[config.mk]
export PLATFORM = sky130hd
export DESIGN_NAME = fifo_read_stream_adapter
export DESIGN_NICKNAME = d
export VERILOG_FILES = /design/src/rtl/fifo_read_stream_adapter_pkg.sv /design/src/rtl/stream_skid_buffer.sv /design/src/rtl/fifo_read_stream_adapter.sv
export SDC_FILE = /design/constraint.sdc
export NUM_CORES = 1
export LEC_CHECK = 0
export BUFFER_PORTS_ARGS = -buffer_cell sky130_fd_sc_hd__buf_2
export CELL_PAD_IN_SITES_DETAIL_PLACEMENT = 1
export CELL_PAD_IN_SITES_GLOBAL_PLACEMENT = 1
export CORE_UTILIZATION = 48
export DETAILED_ROUTE_END_ITERATION = 16
export HOLD_SLACK_MARGIN = 0.15
export PLACE_DENSITY = 0.85
export SLEW_MARGIN = 20
export SYNTH_ARGS = -nofsm -noshare
export SYNTH_HDL_FRONTEND = slang
export SYNTH_SLANG_ARGS = --single-unit
[constraint.sdc]
create_clock -name clk -period 3.4 [get_ports clk]
set_clock_uncertainty 0.2 [all_clocks]
set_input_delay 0.68 -clock clk [delete_from_list [all_inputs] [get_ports clk]]
set_output_delay 0.68 -clock clk [all_outputs]
set_load 0.005 [all_outputs]
[src/rtl/fifo_read_stream_adapter_pkg.sv]
// Shared constants for the read-domain dataflow blocks downstream of the hard FIFO.
package fifo_read_stream_adapter_pkg;

  // Hard FIFO in standard mode with its output register enabled.
  localparam int unsigned HARD_FIFO_READ_LATENCY = 2;

  function automatic bit is_pow2(input int unsigned v);
    return (v != 0) && ((v & (v - 1)) == 0);
  endfunction

endpackage

[src/rtl/stream_skid_buffer.sv]
// Circular skid buffer with a registered head word and occupancy count.
module stream_skid_buffer
  import fifo_read_stream_adapter_pkg::*;
#(
  parameter int unsigned WIDTH = 16,
  parameter int unsigned DEPTH = 4
) (
  input  logic                     i_clk,
  input  logic                     i_rst,
  input  logic                     i_push,
  input  logic [WIDTH-1:0]         i_push_data,
  input  logic                     i_pop,
  output logic                     o_valid,
  output logic [WIDTH-1:0]         o_head,
  output logic [$clog2(DEPTH):0]   o_occ,
  output logic                     o_overflow_c
);

  localparam int unsigned PTR_W = $clog2(DEPTH);
  localparam int unsigned CNT_W = $clog2(DEPTH) + 1;

  if (!is_pow2(DEPTH) || DEPTH < 2) begin : g_bad_depth
    $fatal(1, "stream_skid_buffer: DEPTH must be a power of two >= 2");
  end

  logic [WIDTH-1:0] r_mem [DEPTH];
  logic [PTR_W-1:0] r_wr_ptr;
  logic [PTR_W-1:0] r_rd_ptr;
  logic [CNT_W-1:0] r_occ;
  logic [WIDTH-1:0] r_head;
  logic             r_valid;

  logic             w_full;
  logic             w_push;
  logic             w_pop;
  logic [CNT_W-1:0] w_occ_after_pop;
  logic [CNT_W-1:0] w_occ_nxt;
  logic [PTR_W-1:0] w_rd_ptr_nxt;
  logic [WIDTH-1:0] w_head_nxt;

  assign w_full       = (r_occ == CNT_W'(DEPTH));
  assign w_pop        = i_pop && r_valid;
  assign w_push       = i_push && !w_full;
  assign o_overflow_c = i_push && w_full;

  // Head is re-selected from the post-pop state so out_data stays a flop output.
  always_comb begin
    w_occ_after_pop = r_occ - CNT_W'(w_pop);
    w_occ_nxt       = w_occ_after_pop + CNT_W'(w_push);
    w_rd_ptr_nxt    = r_rd_ptr + PTR_W'(w_pop);
    w_head_nxt      = r_head;
    if (w_occ_after_pop == '0) begin
      if (w_push) w_head_nxt = i_push_data;
    end else begin
      w_head_nxt = r_mem[w_rd_ptr_nxt];
    end
  end

  always_ff @(posedge i_clk) begin
    if (w_push) r_mem[r_wr_ptr] <= i_push_data;
  end

  always_ff @(posedge i_clk) begin
    if (i_rst) begin
      r_wr_ptr <= '0;
      r_rd_ptr <= '0;
      r_occ    <= '0;
      r_valid  <= 1'b0;
      r_head   <= '0;
    end else begin
      r_wr_ptr <= r_wr_ptr + PTR_W'(w_push);
      r_rd_ptr <= w_rd_ptr_nxt;
      r_occ    <= w_occ_nxt;
      r_valid  <= (w_occ_nxt != '0);
      r_head   <= w_head_nxt;
    end
  end

  assign o_valid = r_valid;
  assign o_head  = r_head;
  assign o_occ   = r_occ;

endmodule

[src/rtl/fifo_read_stream_adapter.sv]
// Turns the hard FIFO's fixed-latency read port into a valid/ready stream,
// issuing reads only while every in-flight word is guaranteed a skid slot.
module fifo_read_stream_adapter
  import fifo_read_stream_adapter_pkg::*;
#(
  parameter int unsigned WIDTH        = 16,
  parameter int unsigned READ_LATENCY = HARD_FIFO_READ_LATENCY,
  parameter int unsigned SKID_DEPTH   = 4
) (
  input  logic             clk,
  input  logic             rst,
  input  logic             fifo_empty,
  input  logic             fifo_underflow,
  output logic             fifo_rd_en,
  input  logic [WIDTH-1:0] fifo_rd_data,
  output logic             out_valid,
  input  logic             out_ready,
  output logic [WIDTH-1:0] out_data,
  output logic             protocol_err
);

  localparam int unsigned CNT_W = $clog2(SKID_DEPTH) + 1;
  localparam int unsigned SUM_W = $clog2(SKID_DEPTH + READ_LATENCY + 1);

  if (READ_LATENCY < 1) begin : g_bad_latency
    $fatal(1, "fifo_read_stream_adapter: READ_LATENCY must be >= 1");
  end
  if (SKID_DEPTH < READ_LATENCY + 1) begin : g_bad_skid
    $fatal(1, "fifo_read_stream_adapter: SKID_DEPTH must be >= READ_LATENCY+1");
  end
  if (!is_pow2(SKID_DEPTH)) begin : g_bad_pow2
    $fatal(1, "fifo_read_stream_adapter: SKID_DEPTH must be a power of two");
  end

  logic [READ_LATENCY-1:0] r_inflight;
  logic                    r_protocol_err;

  logic [SUM_W-1:0]        w_inflight_cnt;
  logic [SUM_W-1:0]        w_credit_used;
  logic [CNT_W-1:0]        w_occ;
  logic                    w_push;
  logic                    w_pop;
  logic                    w_overflow;

  // Credits in use: reads still in the FIFO pipeline plus words held in the skid.
  always_comb begin
    w_inflight_cnt = '0;
    for (int i = 0; i < int'(READ_LATENCY); i++) begin
      w_inflight_cnt = w_inflight_cnt + SUM_W'(r_inflight[i]);
    end
    w_credit_used = w_inflight_cnt + SUM_W'(w_occ);
  end

  // Same-cycle pop is deliberately not credited to keep fifo_empty the only fast path.
  assign fifo_rd_en = !rst && !fifo_empty && (w_credit_used < SUM_W'(SKID_DEPTH));
  assign w_push     = r_inflight[READ_LATENCY-1];
  assign w_pop      = out_valid && out_ready;

  always_ff @(posedge clk) begin
    if (rst) begin
      r_inflight     <= '0;
      r_protocol_err <= 1'b0;
    end else begin
      r_inflight <= (r_inflight << 1) | READ_LATENCY'(fifo_rd_en);
      if (fifo_underflow || w_overflow) r_protocol_err <= 1'b1;
    end
  end

  stream_skid_buffer #(
    .WIDTH (WIDTH),
    .DEPTH (SKID_DEPTH)
  ) u_skid (
    .i_clk        (clk),
    .i_rst        (rst),
    .i_push       (w_push),
    .i_push_data  (fifo_rd_data),
    .i_pop        (w_pop),
    .o_valid      (out_valid),
    .o_head       (out_data),
    .o_occ        (w_occ),
    .o_overflow_c (w_overflow)
  );

  assign protocol_err = r_protocol_err;

endmodule
---- Yosys cells after proc, flatten, opt, wreduce, memory -nomap -nowiden ----
Memory sizes are Yosys's and may differ from the RTL's.
Cells that the tools add are included.
cells by class
  add/sub/neg operators ................... 6
  order comparisons ....................... 1
  equal/unequal tests ..................... 2
  muxes and demuxes ....................... 4
  bitwise logic cells ..................... 1
  reduce and logical (&&, ||, !) cells .... 12
operators by type and width
  cell                                                   number
  2-to-1 mux 16 bit                                      2
  logical AND 1 bit                                      6
  adder 2 x 1 -> 2 bit                                   2
  adder 2 x 3 -> 3 bit                                   1
  adder 3 x 1 -> 3 bit                                   1
  == test 3 bit, second input constant                   1
  logical NOT 1 bit                                      3
  logical NOT 3 bit                                      1
  < comparator 3 bit, second input constant              1
  nonzero test 3 bit                                     1
  subtractor 3 x 1 -> 3 bit                              1
  adder 1 x 1 -> 2 bit                                   1
  2-to-1 mux 1 bit                                       2
  inequality test 2 x 1 -> 1 bit, second input constant  1
  OR 2 x 1 -> 2 bit                                      1
  logical OR 1 bit                                       1
storage, ports and cells
  flip-flop bits (word level) ............. 27
  bits in writable memories ............... 64
  input bits .............................. 21
  output and inout bits ................... 19
  word-level logic and storage cells ...... 34
  memories ................................ 1
memories
  memory        words  width  read ports  clocked after Yosys merged registers in  write ports  RTL line                  RTL
  u_skid.r_mem  4      16     1           0                                        1            stream_skid_buffer.sv:26  logic [WIDTH-1:0] r_mem [DEPTH];

---- Depth between registers and ports, before layout ----
Gate-level depths: netlist (run 1).
  depth in word-level cells ............... 5
  depth in mapped cells ................... 8
  mapped depth without buffers ............ 7

---- Hierarchy ----
Synthesis (run 1) repeated with hierarchy kept, for this count alone.
unflattened totals
  cells, all modules ...................... 246
  area, all modules ....................... 3639.7 um2
modules (own cells, without submodules)
  module                    times used  cells an instance  area an instance (um2)  sequential area each (um2)
  stream_skid_buffer        1           232                3512.1                  2402.3
  fifo_read_stream_adapter  1           14                 127.6                   60.1

---- Least setup slack after synthesis (run 1) ----
Ideal clock, no wire load.
  kind .................................... reg2reg
  start ................................... reg u_skid.r_occ[2], in the netlist u_skid.o_occ[2]
  end ..................................... mem u_skid.r_mem[1][0] (enable)
  arrival time ............................ 2198 ps
  required time ........................... 2787 ps
  setup slack ............................. 589 ps
  cell stages (with the launch flop) ...... 6
  buffers on the path ..................... 2
  cells stage by stage .................... dfxtp_1 or3b_1 nand2_2 buf_4 buf_4 nor3b_1
on the way
  cells in the longest elaborated chain, start to end .. 5
RTL lines
  what                                    RTL line                  RTL
  start, declared                         stream_skid_buffer.sv:29  logic [CNT_W-1:0] r_occ;
  start signal, assigned                  stream_skid_buffer.sv:73  r_occ <= w_occ_nxt;
  == test 3 bit                           stream_skid_buffer.sv:41  assign w_full = (r_occ == CNT_W'(DEPTH));
  logical NOT 1 bit                       stream_skid_buffer.sv:43  assign w_push = i_push && !w_full;
  logical AND 1 bit                       stream_skid_buffer.sv:43
  2-to-1 mux 1 bit                        stream_skid_buffer.sv:60  if (w_push) r_mem[r_wr_ptr] <= i_push_data;
  2-to-1 mux 1 bit (not written as such)  stream_skid_buffer.sv:60
  end, declared                           stream_skid_buffer.sv:26
Every way passes these cells.

---- Final worst setup path (run 1) ----
  start ................................... in out_ready
  end ..................................... reg u_skid.r_head[8], in the netlist u_skid.o_head[8]
on the way
  cells in the longest elaborated chain, start to end .. 5
  elaborated cells between the ends (all ways) .. 8
  classes of those cells .................. 2 x add/sub; 1 x eq/ne; 1 x mux; 3 x reduce/logical; 1 x memory
RTL lines
  what                                                                 RTL line                                            RTL
  start, declared                                                      fifo_read_stream_adapter.sv:17                      input logic out_ready,
  logical AND 1 bit *                                                  fifo_read_stream_adapter.sv:57                      assign w_pop = out_valid && out_ready;
  logical AND 1 bit *                                                  stream_skid_buffer.sv:42                            assign w_pop = i_pop && r_valid;
  adder 2 x 1 -> 2 bit or subtractor 3 x 1 -> 3 bit (tied branches)    stream_skid_buffer.sv:50, stream_skid_buffer.sv:48
  memory (4 x 16 bit) or logical NOT 3 bit (tied branches)             -
  2-to-1 mux 16 bit or inequality test 2 x 1 -> 1 bit (tied branches)  -
  end signal, assigned                                                 stream_skid_buffer.sv:75                            r_head <= w_head_nxt;
  end, declared                                                        stream_skid_buffer.sv:30                            logic [WIDTH-1:0] r_head;
Every way passes the cells marked *; elsewhere a longest branch is shown, timed or not.
A chain may end at the register's enable or synchronous reset.

==> results.cfg, run 1 <==
[status]
status = completed

[detailed_routing]
drt_iter0_drc = 129
drt-pass1-iter-count = 4
num_vias = 2262
wl_per_cell_um = 21.7
drtAntennaViolNets = 0
wl_um = 8620
vias_per_cell = 5.68
drc = 0

[floorplan]
die_y_um = 89.5
die_area_um2 = 8010
core_region_area_um2 = 7330
initial_utilization_pct = 50.1
ioPinCount = 40
fp.dieW_um = 89.5
rows = 31

[cts]
clock_sinks = 91
postCtsSetupBuffers = 0
root_buffer = clkbuf_8
cts_buffers = 9
hold_buffers = 0
cts_tree = built
htreeDepth = 3
clockBufferDepth = 2
cts_resized = 0
clk_pin_slew_ns = 0.08
clk_latency_ns = 0.35

[synth]
synth.net_count = 272
ys_warn_count = 0
synth_cells = 244
yosys_register_bits = 91
syn-cell-area_um2 = 3670
ys_seq_area_share_pct = 67.0
synth_cell_types = 30
avgSynthCellArea_um2 = 15.1

[setup_path]
setup.worst_path.start_class = input pin
critical_path.top_delay_family = compound AO/OA/AOI/OAI gates
cp_slowest_stage_delay_ns = 0.86
cpMaxStageDelayCell = a31oi_2
timing.critical_path.buf_inv = 1
crit_arrival_ns = 2.85
required_ns = 3.44
cpMostUsedCell = ha_1
crit_chain = buf_2 > and2_1 > ha_1 > ha_1 > xnor2_4 > a31oi_2 > a221o_1 > a21oi_2
cp_max_fo = 16
crit_path_end_kind = flop
crit_type = in -> reg

[layout]
n_antenna_cell = 0
final_common_cell = edfxtp_1
fillCellCount = 712
nets = 322
layout-drive-gt1-share_pct = 29.4
area_growth_pct = 16.3
mostFrequentLayoutCells = edfxtp_1 (64), buf_2 (39), mux2i_1 (32), dfxtp_1 (27), a21oi_1 (21)

[global_route]
grt_max_degree = 34
met1_usage_pct = 27.4
antenna_found_initial = 0
grt_remaining_overflow = 0
use_met3_pct = 5.26
grt_pass1_wl_um = 13000
grt_usage_pct = 23.3
grt-busiest-layer = met2
grt.met2_usage_pct = 40.2
first_global_vias = 2494

[placement]
dp_hpwl_um = 5270
io_buffer_count = 39
place_congestion = 0.736

[timing]
fin_crit_ns = 2.81
whs_ns = 0.255
hold_viol_final = 0
setup_violations = 0
fmax_mhz = 356
rsz0062_at_grt = false
fin_setup_tns_ns = 0
slew_headroom_pct = 30.1
fin_crit_sh_pct = 82.6
tightest_slew_ns = 1.05
slew_viol_final = 0

[worst_hold_path]
hold_class = reg -> reg

[pwr]
leakage_nw = 1.80
peakVddDrop_uv = 446
powerDensity_nw_per_um2 = 778

[job]
drv_cap = 0
[synthesized netlist by cell type]
cell type  number  share of area, %
and2_1          1              0.17
nor3b_1         2              0.41
and3_1          1              0.17
clkbuf_1        4              0.41
a21oi_2        13               3.1
a211oi_1        1              0.20
buf_12          2               1.1
xnor2_4         2               1.5
nor2_1          7              0.72
buf_2           1              0.14
a221o_1        16               4.4
ha_1            7               2.4
nand2_2         1              0.17
edfxtp_1       64                52
nor2b_1         4              0.68
buf_6           1              0.31
a31oi_2         1              0.34
nand3_1         1              0.14
or3b_1          1              0.24
dfxtp_1        27                15
xnor2_1         1              0.24
inv_2           1              0.10
nor3_1          3              0.41
inv_1           6              0.61
mux2i_1        32               8.7
a21oi_1        21               2.9
a31oi_4         1              0.58
xor2_1          2              0.48
buf_4           4              0.82
nand2_1        16               1.6
[cell type report]
class,instances,area [µm²],area share [%]
timing repair buffer,51,298,6.97
multi-input combinational,134,1100,25.7
sequential,91,2460,57.6
clock buffer,10,128,2.99
clock inverter,6,136,3.19
tap,99,124,2.90
inverter,7,26.3,0.615
[worst register-to-register path, stage by stage, from the launching register on]
cell     delay [ns]
dfxtp_1        0.31
and2_1         0.18
ha_1           0.20
ha_1           0.25
xnor2_4        0.20
a31oi_2        0.86
a221o_1        0.36
a21oi_2        0.05
[worst paths after layout]
kind                                   startpoint                end  slack [ns]  cells past startpoint
worst max register to register     u_skid.o_valid   u_skid.o_head[8]        0.68                      7
worst min register to register  u_skid.o_head[14]  u_skid.o_head[14]        0.26                      2
worst min-delay path            u_skid.o_head[14]  u_skid.o_head[14]        0.26                      2
worst max-delay path                    out_ready   u_skid.o_head[8]        0.59                      8
[layer usage]
metal	wire length (µm)	up-vias
met5	0	-
met4	210	0
met3	371	19
met2	4520	70
met1	3520	1146
li1	-	1027
[through the flow]
stage	util (%)	cell area, µm²	setup WS, ns	total power, mW	std cells
6_report	58.3	4270	0.591	3.33	398
5_1_grt	58.3	4270	0.475	3.49	398
4_1_cts	58.3	4270	0.624	3.35	398
3_5_place_dp	54.7	4010	0.240	2.40	382
3_3_place_gp	54.7	4010	0.411	2.33	382
2_1_floorplan	-	3670	0.589	2.09	244
[sequential cells by signal, summed over array words and instances, names as in the netlist]
signal,cells
protocol_err,1
u_skid.o_occ,3
u_skid.r_wr_ptr,2
r_inflight,2
u_skid.r_mem,64
u_skid.o_head,16
u_skid.o_valid,1
u_skid.r_rd_ptr,2
[where the power goes]
part	leakage (nW)	switching (mW)	internal [mW]	total, mW
Sequential	0.801	0.0674	1.31	1.38
Clock	0.127	0.371	0.565	0.936
Combinational	0.870	0.619	0.395	1.01
[cell families (layout without fill, tap and decap cells)]
family / count (synthesis) / in the layout / synth area share, %
DFF: 91 / 91 / 67.0
muxes: 32 / 32 / 8.72
and+or+nand+nor: 37 / 37 / 4.73
AOI/OAI and AO/OA: 53 / 53 / 11.4
xor gates and xnor gates: 5 / 5 / 2.21
adders and majority gates: 7 / 7 / 2.38
buffers and inverters: 19 / 74 / 3.47
Note: power is estimated with default switching activity, not from simulation.
==> run 2: changes to the inputs <==
--- a/config.mk
+++ b/config.mk
@@ -8,10 +8,10 @@
 export BUFFER_PORTS_ARGS = -buffer_cell sky130_fd_sc_hd__buf_2
 export CELL_PAD_IN_SITES_DETAIL_PLACEMENT = 1
 export CELL_PAD_IN_SITES_GLOBAL_PLACEMENT = 1
-export CORE_UTILIZATION = 48
+export CORE_UTILIZATION = 43
 export DETAILED_ROUTE_END_ITERATION = 16
 export HOLD_SLACK_MARGIN = 0.15
-export PLACE_DENSITY = 0.85
+export PLACE_DENSITY = 0.81
 export SLEW_MARGIN = 20
 export SYNTH_ARGS = -nofsm -noshare
 export SYNTH_HDL_FRONTEND = slang
==> constraint.sdc (replaced) <==
create_clock -name clk -period 2.45 [get_ports clk]
set_clock_uncertainty 0.2 [all_clocks]
set_input_delay 0.49 -clock clk [delete_from_list [all_inputs] [get_ports clk]]
set_output_delay 0.49 -clock clk [all_outputs]
set_load 0.005 [all_outputs]
==> results.cfg, run 2 (synthesized netlist as in run 1, its figures left out) <==
[status]
status = completed

[layout]
final_util_pct = 52.3
n_antenna_cell = 0
final_common_cell = edfxtp_1
area_growth_pct = 17.5
layout-drive-gt1-share_pct = 30.0
max_flop_register = u_skid.r_mem
largest_register_ffs = 64
fillCellCount = 855
nets = 330
mostFrequentLayoutCells = edfxtp_1 (64), buf_2 (39), mux2i_1 (32), dfxtp_1 (26), a21oi_1 (21)
final_cell_area_um2 = 4320

[cts]
clock_sinks = 91
root_buffer = clkbuf_8
clockBufferDepth = 2
postCtsSetupBuffers = 0
clk_pin_slew_ns = 0.09
htreeDepth = 3
cts_tree = built
clk_latency_ns = 0.36
cts_buffers = 9

[timing]
setup_violations = 0
hold_viol_final = 0
setup_ws_ns = 0.145
fin_crit_sh_pct = 94.1
rsz0062_at_grt = false
slew_viol_final = 0
fmax_mhz = 434
whs_ns = 0.163
slew_headroom_pct = 37.6
fin_crit_ns = 2.30
tightest_slew_ns = 0.936

[detailed_routing]
drc = 0
drtAntennaViolNets = 0
drt-pass1-iter-count = 4
vias_per_cell = 5.37
wl_um = 7820
drt_iter0_drc = 145
wl_per_cell_um = 19.0
num_vias = 2213

[global_route]
grt_max_degree = 18
grt_remaining_overflow = 0
antenna_found_initial = 0
grt_pass1_wl_um = 11900
grt_usage_pct = 18.7
first_global_vias = 2283

[setup_path]
critical_path.top_delay_family = flip-flops
r2r_cells = 4
required_ns = 1.76
cpMaxStageDelayCell = dfxtp_2
crit_path_end_kind = primary output
crit_type = reg -> out
crit_cells = 6
setup.worst_path.start_class = flop
crit_arrival_ns = 1.61
crit_chain = ha_1 > a21oi_1 > nor2_1 > xor2_1 > nor3_1 > buf_2
timing.critical_path.buf_inv = 1
cp_slowest_stage_delay_ns = 0.34
cp_max_fo = 3
reg2reg_slack_ns = 0.24

[job]
drv_cap = 0

[pwr]
leakage_nw = 1.81
powerDensity_nw_per_um2 = 1020
peakVddDrop_uv = 420

[placement]
place_congestion = 0.698
dpl_worst_slack_ns = -0.0290
placed_cell_area_um2 = 4090
dp_hpwl_um = 4980
io_buffer_count = 39

[floorplan]
core_region_area_um2 = 8260
ioPinCount = 40
die_area_um2 = 8920
rows = 33
fp.dieW_um = 94.4
initial_utilization_pct = 44.5
die_y_um = 94.4

[worst_hold_path]
min_path_cells = 1
hold_class = in -> reg
[run 2: area by class of cell]
| class | instances | area [µm²] | area share, % |
|---|---|---|---|
| clock buffer | 10 | 128 | 2.96 |
| sequential | 91 | 2460 | 57.1 |
| inverter | 7 | 26.3 | 0.609 |
| tap | 105 | 131 | 3.04 |
| clock inverter | 6 | 50.0 | 1.16 |
| multi-input combinational | 134 | 1100 | 25.4 |
| timing repair buffer | 59 | 420 | 9.74 |
[run 2: power by group]
part / leakage [nW] / total [mW] / switching (mW) / internal [mW]
clock network: 0.0888 / 0.931 / 0.549 / 0.382
registers: 0.802 / 1.91 / 0.0911 / 1.82
logic: 0.921 / 1.59 / 0.868 / 0.718
total: 1.81 / 4.43 / 1.51 / 2.92
[run 2: repair_timing]
action	CTS	global route
endpoints found under the hold margin	9	6
gates resized for setup	0	1
hold buffers	3	2
setup endpoints to repair	0	1
[run 2: path summary, 6_finish.rpt]
| path | endpoint | start |
|---|---|---|
| setup / recovery | fifo_rd_en | u_skid.o_occ[0] |
| hold / removal | u_skid.r_mem[1][7] | fifo_rd_data[7] |
| hold reg to reg | u_skid.o_head[14] | u_skid.o_head[14] |
| setup reg to reg | u_skid.r_mem[3][12] | u_skid.o_occ[2] |
[run 2: worst reg2reg max path, cell delays in order, from the launching register on]
cell	delay [ns]
dfxtp_1	0.32
or3b_1	0.19
nand2_2	0.20
inv_2	0.13
and3_1	0.79
[run 2: stage by stage]
step | TNS, ns | cells | power, mW
after floorplan | 0 | 244 | 2.90
after global placement | 0 | 391 | 3.46
after detailed placement | -0.0698 | 391 | 3.54
after CTS | 0 | 410 | 4.47
after global routing | 0 | 412 | 4.67
final | 0 | 412 | 4.43
[run 2: metal layers]
metal  part of all wire (%)  global-route usage [%]  up-vias
li1                       -                       -     1039
met1                     44                    24.1     1097
met3                    4.9                    4.51       11
met4                    1.3                    6.03        0
met5                      0                       0        -
met2                     49                    30.9       66
